### config.mk
export PLATFORM = sky130hd
export DESIGN_NAME = pipe_issue_scheduler
export DESIGN_NICKNAME = d
export VERILOG_FILES = /design/src/rtl/pipe_issue_scheduler_pkg.sv /design/src/rtl/pipe_issue_scheduler_tag_delay_line.sv /design/src/rtl/pipe_issue_scheduler.sv
export SDC_FILE = /design/constraint.sdc
export NUM_CORES = 1
export LEC_CHECK = 0
export CORE_MARGIN = 4
export CORE_UTILIZATION = 50
export CTS_CLUSTER_SIZE = 12
export DETAILED_ROUTE_END_ITERATION = 10
export GPL_ROUTABILITY_DRIVEN = 0
export PLACE_DENSITY = 0.72
export SYNTH_ARGS = -nofsm -noshare
export SYNTH_HDL_FRONTEND = slang
export SYNTH_HIERARCHICAL = 1
export SYNTH_SLANG_ARGS = --single-unit
### constraint.sdc
create_clock -name clk -period 7.6 [get_ports clk]
set_input_delay 1.52 -clock clk [delete_from_list [all_inputs] [get_ports clk]]
set_output_delay 1.52 -clock clk [all_outputs]
set_load 0.005 [all_outputs]
### src/rtl/pipe_issue_scheduler_pkg.sv
// Shared types for the pipelined issue scheduler.
// Drain FSM encoding and counter width helper.
package pipe_issue_scheduler_pkg;

  typedef enum logic [1:0] {
    RUN     = 2'd0,
    DRAIN   = 2'd1,
    DRAINED = 2'd2
  } state_e;

  function automatic int cnt_w(input int n);
    return (n < 1) ? 1 : $clog2(n + 1);
  endfunction

endpackage

### src/rtl/pipe_issue_scheduler_tag_delay_line.sv
// Fixed-depth tag shift register that shadows the shared unit.
// Every stage clears on reset so no stale tag survives.
module tag_delay_line #(
  parameter int BITWIDTH    = 1,
  parameter int CYCLE_COUNT = 1
) (
  input  logic                clk,
  input  logic                rst_n,
  input  logic [BITWIDTH-1:0] d,
  output logic [BITWIDTH-1:0] q
);

  logic [BITWIDTH-1:0] stg_q [CYCLE_COUNT];
  logic [BITWIDTH-1:0] stg_d [CYCLE_COUNT];

  always_comb begin
    stg_d[0] = d;
    for (int k = 1; k < CYCLE_COUNT; k++) begin
      stg_d[k] = stg_q[k-1];
    end
  end

  always_ff @(posedge clk or negedge rst_n) begin
    if (!rst_n) begin
      for (int k = 0; k < CYCLE_COUNT; k++) begin
        stg_q[k] <= '0;
      end
    end else begin
      for (int k = 0; k < CYCLE_COUNT; k++) begin
        stg_q[k] <= stg_d[k];
      end
    end
  end

  assign q = stg_q[CYCLE_COUNT-1];

endmodule

### src/rtl/pipe_issue_scheduler.sv
// Round-robin issue scheduler for a shared fixed-latency unit,
// with per-requester credits and a flush/drain handshake.
module pipe_issue_scheduler
  import pipe_issue_scheduler_pkg::*;
#(
  parameter  int NUM_REQ         = 4,
  parameter  int LATENCY         = 8,
  parameter  int MAX_OUTSTANDING = 4,
  localparam int ID_W            = $clog2(NUM_REQ),
  localparam int CNT_W           = cnt_w(LATENCY)
) (
  input  logic               clk,
  input  logic               rst_n,
  input  logic [NUM_REQ-1:0] req,
  output logic [NUM_REQ-1:0] gnt,
  output logic               unit_valid_in,
  output logic [ID_W-1:0]    unit_id_in,
  output logic               rsp_valid,
  output logic [ID_W-1:0]    rsp_id,
  input  logic               flush,
  output logic               drained,
  output logic [CNT_W-1:0]   inflight
);

  localparam int OUT_W = cnt_w(MAX_OUTSTANDING);
  localparam logic [OUT_W-1:0] MAX_O =
    OUT_W'(MAX_OUTSTANDING);
  localparam logic [ID_W-1:0] LAST_ID =
    ID_W'(NUM_REQ - 1);

  state_e state_q, state_d;
  logic [ID_W-1:0]  ptr_q, ptr_d;
  logic [OUT_W-1:0] out_q [NUM_REQ];
  logic [OUT_W-1:0] out_d [NUM_REQ];
  logic [CNT_W-1:0] inflight_q, inflight_d;

  logic [NUM_REQ-1:0] elig;
  logic [ID_W-1:0]    cand;
  logic [ID_W-1:0]    win;
  logic               found;
  logic               grant_en;
  logic               issue;
  logic               empty_next;
  logic [ID_W:0]      dl_in, dl_out;

  always_comb begin
    for (int i = 0; i < NUM_REQ; i++) begin
      elig[i] = req[i] && (out_q[i] < MAX_O);
    end
  end

  // First eligible requester at or after ptr, wrapping.
  always_comb begin
    found = 1'b0;
    win   = '0;
    cand  = '0;
    for (int k = 0; k < NUM_REQ; k++) begin
      cand = ID_W'((int'(ptr_q) + k) % NUM_REQ);
      if (!found && elig[cand]) begin
        found = 1'b1;
        win   = cand;
      end
    end
  end

  assign grant_en = rst_n && (state_q == RUN) && !flush;
  assign issue    = grant_en && found;

  always_comb begin
    for (int i = 0; i < NUM_REQ; i++) begin
      gnt[i] = issue && (win == ID_W'(i));
    end
  end

  assign unit_valid_in = issue;
  assign unit_id_in    = issue ? win : '0;

  assign dl_in = {issue, unit_id_in};

  tag_delay_line #(
    .BITWIDTH   (ID_W + 1),
    .CYCLE_COUNT(LATENCY)
  ) u_tags (
    .clk  (clk),
    .rst_n(rst_n),
    .d    (dl_in),
    .q    (dl_out)
  );

  assign rsp_valid = dl_out[ID_W];
  assign rsp_id    = dl_out[ID_W-1:0];

  always_comb begin
    ptr_d = ptr_q;
    if (issue) begin
      ptr_d = (win == LAST_ID) ? '0 : win + ID_W'(1);
    end
  end

  always_comb begin
    for (int i = 0; i < NUM_REQ; i++) begin
      out_d[i] = out_q[i];
      if (gnt[i] && !(rsp_valid && rsp_id == ID_W'(i))) begin
        out_d[i] = out_q[i] + OUT_W'(1);
      end else if (!gnt[i] && rsp_valid &&
                   rsp_id == ID_W'(i)) begin
        out_d[i] = out_q[i] - OUT_W'(1);
      end
    end
  end

  always_comb begin
    inflight_d = inflight_q;
    if (issue && !rsp_valid) begin
      inflight_d = inflight_q + CNT_W'(1);
    end else if (!issue && rsp_valid) begin
      inflight_d = inflight_q - CNT_W'(1);
    end
  end

  // No issue is possible while flushing, so only the return matters.
  assign empty_next = (inflight_q == '0) ||
                      (inflight_q == CNT_W'(1) && rsp_valid);

  always_comb begin
    state_d = state_q;
    unique case (state_q)
      RUN: begin
        if (flush) begin
          state_d = empty_next ? DRAINED : DRAIN;
        end
      end
      DRAIN: begin
        if (empty_next) begin
          state_d = DRAINED;
        end
      end
      DRAINED: begin
        if (!flush) begin
          state_d = RUN;
        end
      end
      default: state_d = RUN;
    endcase
  end

  always_ff @(posedge clk or negedge rst_n) begin
    if (!rst_n) begin
      state_q    <= RUN;
      ptr_q      <= '0;
      inflight_q <= '0;
      for (int i = 0; i < NUM_REQ; i++) begin
        out_q[i] <= '0;
      end
    end else begin
      state_q    <= state_d;
      ptr_q      <= ptr_d;
      inflight_q <= inflight_d;
      for (int i = 0; i < NUM_REQ; i++) begin
        out_q[i] <= out_d[i];
      end
    end
  end

  assign drained  = (state_q == DRAINED);
  assign inflight = inflight_q;

endmodule

==> metrics.md, run 1 <==
| Metric | Value |
|---|---|
| Outcome | `finished clean` |
| Async set or reset register ratio after synthesis | `100%` |
| Core area | `3720 µm²` |
| Synth Cell Area | `1940 µm²` |
| First-iteration detailed-routing DRC count | `53` |
| Critical path launch point type | `input pin` |
| Count of yosys warnings during synthesis | `6` |
| Number of placement rows | `22` |
| Remaining global-route overflow | `0` |
| Number of antenna violations at the first check in global routing | `0` |
| Max_slew headroom | `63.9%` |
| WL per Instance | `14.3 µm` |
| Reg clk slew, reported paths | `0.08 ns` |
| H-tree levels | `2` |
| Total setup buffers inserted after CTS | `0` |
| Highest fanout seen on the critical path | `45` |
| Area growth from synthesis to layout | `19.2%` |
| Class of the tightest hold or removal check | `reg -> reg` |
| RSZ-0062 raised after global routing | `no` |
| Period Utilization, post-route | `73.7%` |
| Hold Violations, Final | `0` |
| CP required | `6.08 ns` |
| Number of inserted diodes | `0` |
| Worst path setup slack after routing | `2.00 ns` |
| Layout cells sized above 1 | `10.7%` |
| CP Class | `in -> out` |
| Insertion delay to the later sink of the worst-skew pair | `0.30 ns` |
| CP Data Arrival Time | `4.08 ns` |
| I/O pin cnt | `22` |
| PortBufs | `21` |
| Crit end category | `primary output` |
| Worst Min Path Start | `u_tags/stg_d[3]` |
| First-pass GRT wire length | `5860 µm` |
| Height of the die | `70.3 µm` |
| Fmax | `179 MHz` |
| Number of vias per cell | `5.06` |
| Minimum period implied by the final worst setup slack | `5.60 ns` |
| Maximum number of pins on one net before global-route repair | `46` |
| EDFF count, synth | `0` |
| Launch point of the worst path | `rst_n` |
| Overall routing resource usage | `15.2%` |
| DIE WIDTH | `70.3 µm` |
| Cts repair resizes | `0` |
| Clock root buffer master | `sky130_fd_sc_hd__clkbuf_8` |
| Worst flop-to-flop path startpoint | `state_q[1]` |
| Starting density of the core | `52.2%` |
| Final Max Slew Viols | `0` |
| Number of DRC violations after detailed routing | `0` |
| Number of iterations in the first detailed-routing pass | `4` |
| Sum of negative setup slack | `0 ns` |
| VDD IR-drop max | `172 µV` |
| Number of hold-repair buffers added at the cts stage | `0` |
| Synth unique cells | `38` |
| Static Leak | `1.01 nW` |
| Transition time at the pin with the least slew margin | `0.541 ns` |
| Vias in the first global route | `1275` |
| Final setup violation count | `0` |
| Count of fill cells added during filler insertion | `302` |
| Final net count | `195` |
| Number of max-capacitance violations reported | `0` |
| Half-perimeter wire length after placement | `2350 µm` |
| Post-route clock skew | `0.00955 ns` |
| CTS tree | `built` |
| Post-synthesis sequential element count | `44` |
| CTS sink cnt | `44` |
| Num CTS Buffers | `5` |
| Power density normalized to cell area | `295 nW/µm²` |
| Post-synth net total | `168` |
| Most used flip-flop cell after synthesis | `sky130_fd_sc_hd__dfrtp_1` |
| Share of the yosys chip area belonging to registers | `56.8%` |
| Average footprint of a synthesized cell | `13.0 µm²` |
| Number of instances in the synthesized netlist | `149` |
| Total routed wirelength | `3220 µm` |
| Max Buffers Root-to-Sink | `2` |
| Dpl ws | `1.98 ns` |
| Antenna Nets Post-Route | `0` |
| Routed via count | `1138` |
| Die ar. | `4940 µm²` |
==> final cells by class <==
class / count / area, µm² / area share (%)
well taps: 48 / 60.1 / 2.60
clock buffers: 6 / 82.6 / 3.57
inverters: 9 / 33.8 / 1.46
multi-input cells: 94 / 782 / 33.8
flip-flops and latches: 44 / 1100 / 47.6
repair buffers: 22 / 213 / 9.20
clock inverters: 2 / 38.8 / 1.68
==> path summary, 6_finish.rpt <==
check	slack (ns)	end	depth (start not counted)
max	2.00	unit_id_in[0]	7
min	0.35	u_tags/stg_d[0]	0
max reg2reg	4.80	out_q[5]	9
min reg2reg	0.35	u_tags/stg_d[0]	0
max in group asynchronous	5.93	out_q[11]	2
min in group asynchronous	1.29	inflight[1]	2
==> metal layers <==
metal	share of wire (%)	routed length (µm)	GRT usage, %	up-vias
li1	-	-	-	554
met1	45	1450	18.9	561
met2	49	1570	24.2	17
met3	4.0	129	4.60	6
met4	1.8	59	6.81	0
met5	0	0	0	-
==> report_power, final <==
part / switching, W / internal, W
sequential: 0.0000464 / 0.000278
combinational: 0.0000808 / 0.0000941
clock: 0.0000760 / 0.000107
==> stage by stage <==
stage          util (%)  cell area, µm²  instances  power (W)  hold slack [ns]
3_3_place_gp       58.9            2190        217   0.000488            0.331
4_1_cts            62.2            2310        225   0.000690            0.355
3_5_place_dp       58.9            2190        217   0.000504            0.336
6_report           62.2            2310        225   0.000682            0.351
2_1_floorplan         -            1940        149   0.000433            0.331
5_1_grt            62.2            2310        225   0.000732            0.358
==> state kept, by name, summed over array words and instances, names as in the netlist <==
name	flops
u_tags/q	3
ptr_q	2
state_q	2
u_tags/stg_d	21
inflight	4
out_q	12
==> cells in the mapped netlist, drive strengths merged, types with 2 or more instances <==
cell type	count	area (µm²)
ha	8	100
xor2	8	70.1
inv	9	33.8
nand2	7	28.8
dfrtp	44	1100
buf	2	22.5
nor2b	4	25.0
mux2i	2	20.0
mux2	5	63.8
xnor2	8	77.6
a21oi	5	25.0
fa	4	80.1
a41oi	3	45.1
nand2b	5	31.3
nand3b	2	15.0
a211oi	3	22.5
nor2	9	33.8
and2	4	27.5
nor3	4	20.0
nand4	2	12.5
==> cells by family after synthesis <==
| group | synth area share (%) |
|---|---|
| buffers and inverters | 2.90 |
| multiplexers | 4.32 |
| adder cells (fa/ha/maj) | 9.29 |
| AND/OR/NAND/NOR | 12.1 |
| AO/OA/AOI/OAI | 7.03 |
| XOR/XNOR | 7.61 |
| flip-flops | 56.8 |
==> cells in the final DEF (no fill, tap or decap), drive strengths merged, types with 2 or more instances in the layout <==
| cell type | count |
|---|---|
| ha | 8 |
| nand2 | 7 |
| nor3 | 4 |
| nand4 | 2 |
| nor2 | 9 |
| fa | 4 |
| a21oi | 5 |
| a41oi | 3 |
| mux2i | 2 |
| nor2b | 4 |
| clkdlybuf4s50 | 20 |
| xor2 | 8 |
| nand3b | 2 |
| and2 | 4 |
| dfrtp | 44 |
| nand2b | 5 |
| clkbuf | 6 |
| buf | 2 |
| xnor2 | 8 |
| a211oi | 3 |
| mux2 | 5 |
| inv | 9 |
==> critical path: stages <==
cell and delay, ns:
sky130_fd_sc_hd__buf_2 0.08, sky130_fd_sc_hd__buf_4 0.45, sky130_fd_sc_hd__or4b_4 0.54, sky130_fd_sc_hd__a41oi_4 0.46, sky130_fd_sc_hd__inv_2 0.07, sky130_fd_sc_hd__nor3_1 0.37, sky130_fd_sc_hd__clkdlybuf4s50_1 0.58
(Power assumes the default switching activity.)
==> inputs of run 2 (changes only) <==
CORE_UTILIZATION = 49   (was 50)
PLACE_DENSITY = 0.74   (was 0.72)
clock period = 4.72 ns   (was 7.6 ns; I/O delays follow)
==> run 2 against run 1 <==
Effect of this change:
- clock skew fell by 0.00061 ns
- global-route usage barely moved
- hold slack improved by 0.0039 ns
- critical path depth fell by 1
- non-clock buffer count rose by 1
- critical path type unchanged
- via count barely moved
- first-iteration DRC count fell by 7.5%
==> metrics.md, run 2 (synthesis results as in run 1) <==
| Metric | Value |
|---|---|
| Outcome | `finished clean` |
| PortBufs | `21 (unchanged)` |
| Leading cell type in the layout, fill and taps excluded | `sky130_fd_sc_hd__dfrtp_1` |
| Commonest cells after routing, fill and taps aside | `sky130_fd_sc_hd__dfrtp_1, sky130_fd_sc_hd__clkdlybuf4s50_1, sky130_fd_sc_hd__nor2_1` |
| Final setup violation count | `0 (unchanged)` |
| Clock root buffer master | `sky130_fd_sc_hd__clkbuf_8` |
| Half-perimeter wire length after placement | `2450 µm (+4.5%)` |
| Number of antenna violations at the first check in global routing | `0 (unchanged)` |
| H-tree levels | `2 (unchanged)` |
| Num CTS Buffers | `5 (unchanged)` |
| Maximum number of pins on one net before global-route repair | `45 (-2.2%)` |
| Hold Violations, Final | `0 (unchanged)` |
| Final Max Slew Viols | `0 (unchanged)` |
| Crit end category | `primary output` |
| Fmax | `235 MHz` |
| DIE WIDTH | `70.9 µm (+0.90%)` |
| Power density normalized to cell area | `451 nW/µm² (+53%)` |
| CP required | `3.78 ns (-2.30 ns)` |
| Number of DRC violations after detailed routing | `0 (unchanged)` |
| RSZ-0062 raised after global routing | `no` |
| Final net count | `196 (+0.51%)` |
| Class of the tightest hold or removal check | `reg -> reg` |
| Critical path launch point type | `input pin` |
| Number of inserted diodes | `0 (unchanged)` |
| Number of hold-repair buffers added at the cts stage | `0 (unchanged)` |
| Remaining global-route overflow | `0 (unchanged)` |
| FF-to-FF setup slack | `1.90 ns (-2.90 ns)` |
| Reg clk slew, reported paths | `0.08 ns (about the same)` |
| Highest fanout seen on the critical path | `10 (-78%)` |
| Worst r2r path cells | `9 (unchanged)` |
| First-pass GRT wire length | `5830 µm (-0.48%)` |
| Post-layout total power | `0.00103 W (+51%)` |
| WL per Instance | `14.2 µm (-0.47%)` |
| CP Data Arrival Time | `3.30 ns (-0.78 ns)` |
| Max Buffers Root-to-Sink | `2 (unchanged)` |
| CTS tree | `built` |
| Post-route clock skew | `0.00894 ns (-0.000609 ns)` |
| CP Class | `in -> out` |
| Starting density of the core | `51.8% (-0.38 points)` |
| Vias in the first global route | `1274 (-0.078%)` |
| Height of the die | `70.9 µm (+0.90%)` |
| Area growth from synthesis to layout | `18.1%` |
| Sum of negative setup slack | `0 ns (unchanged)` |
| Transition time at the pin with the least slew margin | `0.535 ns (-0.00620 ns)` |
| Total routed wirelength | `3220 µm (about the same)` |
| Static Leak | `0.995 nW (-1.5%)` |
| Period Utilization, post-route | `90.0%` |
| End of the worst register-to-register path | `out_q[2]` |
| Non-Filler Instances | `226 (+0.44%)` |
| Hold worst-path end | `u_tags/stg_d[17]` |
| Worst Min Path Start | `u_tags/stg_d[20]` |
| Worst flop-to-flop path startpoint | `state_q[1]` |
| Insertion delay to the later sink of the worst-skew pair | `0.30 ns (about the same)` |
| Total setup buffers inserted after CTS | `0 (unchanged)` |
| Layout cells sized above 1 | `11.2% (+0.50 points)` |
| Minimum period implied by the final worst setup slack | `4.25 ns` |
| Number of iterations in the first detailed-routing pass | `4 (unchanged)` |
| Die ar. | `5030 µm² (+1.8%)` |
| Launch point of the worst path | `flush` |
| Antenna Nets Post-Route | `0 (unchanged)` |
| I/O pin cnt | `22 (unchanged)` |
| Number of placement rows | `22 (unchanged)` |
| Flip-flop count of the largest register, all copies and words added | `21 (unchanged)` |
| Routed via count | `1137 (-0.088%)` |
| VDD IR-drop max | `229 µV (+33%)` |
| Overall routing resource usage | `15.2% (about the same)` |
| First-iteration detailed-routing DRC count | `49 (-7.5%)` |
| Total instance count after detailed placement | `218 (+0.46%)` |
| Count of fill cells added during filler insertion | `304 (+0.66%)` |
| CTS sink cnt | `44 (unchanged)` |
| Number of max-capacitance violations reported | `0 (unchanged)` |
| Number of vias per cell | `5.03 (-0.53%)` |
| Max_slew headroom | `64.3% (+0.41 points)` |
| Hold Path Stages | `0 (unchanged)` |
| Core area | `3740 µm² (+0.74%)` |
| Cts repair resizes | `0 (unchanged)` |
-- run 2: worst max-delay path: stages --
cell and delay (ns):
sky130_fd_sc_hd__clkdlybuf4s50_1 0.42, sky130_fd_sc_hd__or4b_4 0.56, sky130_fd_sc_hd__a41oi_4 0.35, sky130_fd_sc_hd__buf_4 0.22
sky130_fd_sc_hd__and2_1 0.26, sky130_fd_sc_hd__clkdlybuf4s50_1 0.55
-- run 2: worst max path at each step --
stage	to	slack (ns)	cells past startpoint
final	gnt[3]	0.47	6
after global routing	unit_id_in[0]	0.34	6
after global placement	gnt[3]	0.52	6
after CTS	gnt[3]	0.47	6
after floorplan	unit_id_in[0]	1.58	5
after detailed placement	gnt[3]	0.48	6
-- run 2: per-stage QoR --
stage / utilization [%] / hold WS (ns) / worst slack, ns / area [µm²]
3_3_place_gp: 58.7 / 0.334 / 0.517 / 2200
6_report: 61.2 / 0.355 / 0.473 / 2290
2_1_floorplan: - / 0.331 / 1.58 / 1940
4_1_cts: 61.2 / 0.357 / 0.466 / 2290
5_1_grt: 61.2 / 0.366 / 0.341 / 2290
3_5_place_dp: 58.7 / 0.335 / 0.481 / 2200
-- run 2: routing by layer --
metal,share of wire [%],global-route usage [%],up-vias
met5,0,0,-
met4,2.4,9.19,0
li1,-,-,555
met2,49,24.0,22
met1,44,18.4,553
met3,4.2,4.26,7
-- run 2: where the power goes --
part	switching [W]	internal, W	leakage [nW]	total, W
sequential	0.0000736	0.000447	0.549	0.000520
clock	0.000126	0.000105	0.0404	0.000231
combinational	0.000130	0.000151	0.405	0.000281
-- run 2: final cells by class --
cell class	instances	area [µm²]	share of cell area, %
Sequential cell	44	1100	48.1
Multi-Input combinational cell	94	782	34.2
Timing Repair Buffer	23	220	9.62
Clock buffer	5	68.8	3.01
Tap cell	48	60.1	2.62
Inverter	9	33.8	1.48
Clock inverter	3	23.8	1.04
==> inputs of run 3 (changes only) <==
HOLD_SLACK_MARGIN = 0.02   (was unset)
clock period = 3.8 ns   (was 4.72 ns; I/O delays follow)
==> run 3 against run 2 <==
Effect of this change:
- clock skew fell by 0.0073 ns
- flip-flop and latch count did not move
- worst setup slack got worse by 0.35 ns
- routed wire length rose by 4.9%
- via count rose by 4.7%
- global-route usage fell by 0.27 points
- clock-buffer cell count did not move
- hold slack got worse by 0.0023 ns
- first-iteration DRC count fell by 2.0%
- die area did not move
- critical path depth rose by 4
- total power rose by 34%
- largest power group unchanged
- highest routed layer unchanged
==> metrics.md, run 3 (synthesis results as in run 1) <==
| Metric | Value |
|---|---|
| Outcome | `finished clean` |
| Die ar. | `5030 µm² (unchanged)` |
| Antenna Nets Post-Route | `0 (unchanged)` |
| Max Buffers Root-to-Sink | `2 (unchanged)` |
| Layout cells sized above 1 | `16.0% (+4.8 points)` |
| Flip-flop count of the largest register, all copies and words added | `21 (unchanged)` |
| Worst r2r path cells | `13 (+4)` |
| Number of hold-repair buffers added at the cts stage | `0 (unchanged)` |
| Minimum period implied by the final worst setup slack | `3.67 ns` |
| End of the worst register-to-register path | `out_q[2]` |
| Hold Path Stages | `0 (unchanged)` |
| Hold worst-path end | `u_tags/q[2]` |
| Number of max-capacitance violations reported | `0 (unchanged)` |
| CTS tree | `built` |
| Non-Filler Instances | `229 (+1.3%)` |
| Number of DRC violations after detailed routing | `0 (unchanged)` |
| Post-route clock skew | `0.00167 ns (-0.00727 ns)` |
| Crit end category | `primary output` |
| Vias in the first global route | `1306 (+2.5%)` |
| Sum of negative setup slack | `0 ns (unchanged)` |
| Static Leak | `1.04 nW (+4.9%)` |
| Number of vias per cell | `5.20 (+3.4%)` |
| Core area | `3740 µm² (unchanged)` |
| Area growth from synthesis to layout | `22.0%` |
| PortBufs | `21 (unchanged)` |
| Hold Violations, Final | `0 (unchanged)` |
| FF-to-FF setup slack | `1.10 ns (-0.80 ns)` |
| Remaining global-route overflow | `0 (unchanged)` |
| First-pass GRT wire length | `5940 µm (+1.9%)` |
| Number of inserted diodes | `0 (unchanged)` |
| Final setup violation count | `0 (unchanged)` |
| Max_slew headroom | `65.0% (+0.71 points)` |
| Critical path launch point type | `input pin` |
| Overall routing resource usage | `14.9% (-0.27 points)` |
| Period Utilization, post-route | `96.7%` |
| DIE WIDTH | `70.9 µm (unchanged)` |
| Number of placement rows | `22 (unchanged)` |
| Power density normalized to cell area | `585 nW/µm² (+30%)` |
| Commonest cells after routing, fill and taps aside | `sky130_fd_sc_hd__dfrtp_1, sky130_fd_sc_hd__clkdlybuf4s50_1, sky130_fd_sc_hd__nor2_1, sky130_fd_sc_hd__inv_1, sky130_fd_sc_hd__xor2_1` |
| I/O pin cnt | `22 (unchanged)` |
| Number of antenna violations at the first check in global routing | `0 (unchanged)` |
| Final Max Slew Viols | `0 (unchanged)` |
| Highest fanout seen on the critical path | `3 (-7)` |
| Maximum number of pins on one net before global-route repair | `45 (unchanged)` |
| CTS sink cnt | `44 (unchanged)` |
| Number of iterations in the first detailed-routing pass | `4 (unchanged)` |
| CP required | `3.04 ns (-0.74 ns)` |
| Class of the tightest hold or removal check | `reg -> reg` |
| Fmax | `272 MHz` |
| CP Class | `in -> out` |
| Reg clk slew, reported paths | `0.08 ns (about the same)` |
| H-tree levels | `2 (unchanged)` |
| Worst flop-to-flop path startpoint | `out_q[2]` |
| Half-perimeter wire length after placement | `2560 µm (+4.4%)` |
| RSZ-0062 raised after global routing | `yes` |
| Insertion delay to the later sink of the worst-skew pair | `0.28 ns (-0.02 ns)` |
| Final net count | `199 (+1.5%)` |
| First-iteration detailed-routing DRC count | `48 (-2.0%)` |
| VDD IR-drop max | `338 µV (+48%)` |
| Total routed wirelength | `3370 µm (+4.9%)` |
| Leading cell type in the layout, fill and taps excluded | `sky130_fd_sc_hd__dfrtp_1` |
| Clock root buffer master | `sky130_fd_sc_hd__clkbuf_8` |
| Total instance count after detailed placement | `221 (+1.4%)` |
| Starting density of the core | `51.8% (unchanged)` |
| Height of the die | `70.9 µm (unchanged)` |
| Num CTS Buffers | `5 (unchanged)` |
| CP Data Arrival Time | `2.91 ns (-0.39 ns)` |
| Transition time at the pin with the least slew margin | `0.524 ns (-0.0107 ns)` |
| Routed via count | `1191 (+4.7%)` |
| Worst hold slack after final layout | `0.353 ns (-0.00226 ns)` |
| Worst Min Path Start | `u_tags/stg_d[2]` |
| WL per Instance | `14.7 µm (+3.5%)` |
==> run 3: cell types whose count changed in the layout (fill, tap and decap cells not counted), sizes merged <==
| cell | change |
|---|---|
| clkinv | +1 |
| buf | +3 |
| clkinvlp | -2 |
| bufinv | +1 |
==> run 3: metal layers <==
layer | track usage (%) | up-vias | part of all wire, %
met3 | 3.27 | 2 | 4.3
met5 | 0 | - | 0
met2 | 25.4 | 29 | 51
met1 | 19.3 | 599 | 44
li1 | - | 561 | -
met4 | 3.97 | 0 | 0.56
==> run 3: per-stage QoR <==
stage | total power [W] | area, µm² | setup slack [ns] | util, %
final | 0.00138 | 2370 | 0.126 | 63.2
after global routing | 0.00148 | 2370 | -0.0355 | 63.2
after CTS | 0.00138 | 2340 | 0.0746 | 62.4
after detailed placement | 0.00102 | 2220 | 0.0735 | 59.3
after global placement | 0.000983 | 2220 | 0.165 | 59.3
after floorplan | 0.000866 | 1940 | 1.03 | -
==> run 3: layout make-up <==
class | instances | area, µm²
Timing Repair Buffer | 26 | 243
Inverter | 9 | 33.8
Fill cell | 301 | 1380
Multi-Input combinational cell | 94 | 812
Clock buffer | 5 | 68.8
Sequential cell | 44 | 1100
Tap cell | 48 | 60.1
Clock inverter | 3 | 47.5
==> run 3: worst max-delay path: stages <==
cell,delay [ns]
sky130_fd_sc_hd__clkdlybuf4s50_1,0.50
sky130_fd_sc_hd__nor3b_1,0.32
sky130_fd_sc_hd__a311oi_2,0.06
sky130_fd_sc_hd__a21oi_1,0.21
sky130_fd_sc_hd__nor2_1,0.09
sky130_fd_sc_hd__nand2_1,0.11
sky130_fd_sc_hd__ha_1,0.20
sky130_fd_sc_hd__nand2_1,0.09
sky130_fd_sc_hd__inv_1,0.07
sky130_fd_sc_hd__clkdlybuf4s50_1,0.49
==> run 3: worst max-delay path by stage <==
stage | slack, ns | start | depth (start not counted) | end
final | 0.13 | req[0] | 10 | gnt[2]
after detailed placement | 0.07 | req[0] | 10 | gnt[2]
after global routing | -0.04 | req[0] | 10 | gnt[2]
after global placement | 0.17 | flush | 6 | unit_id_in[0]
after CTS | 0.07 | req[0] | 10 | gnt[2]
after floorplan | 1.03 | flush | 5 | unit_id_in[0]
==> run 3: report_power, final <==
group          switching, W  internal (W)
registers         0.0000974      0.000555
clock network      0.000155      0.000198
logic              0.000175      0.000204
total              0.000427      0.000956
==> run 3: repair_timing <==
item	in CTS	in global routing
gates resized for setup	0	6
endpoints found under the setup margin	0	4
buffers inserted	0	0
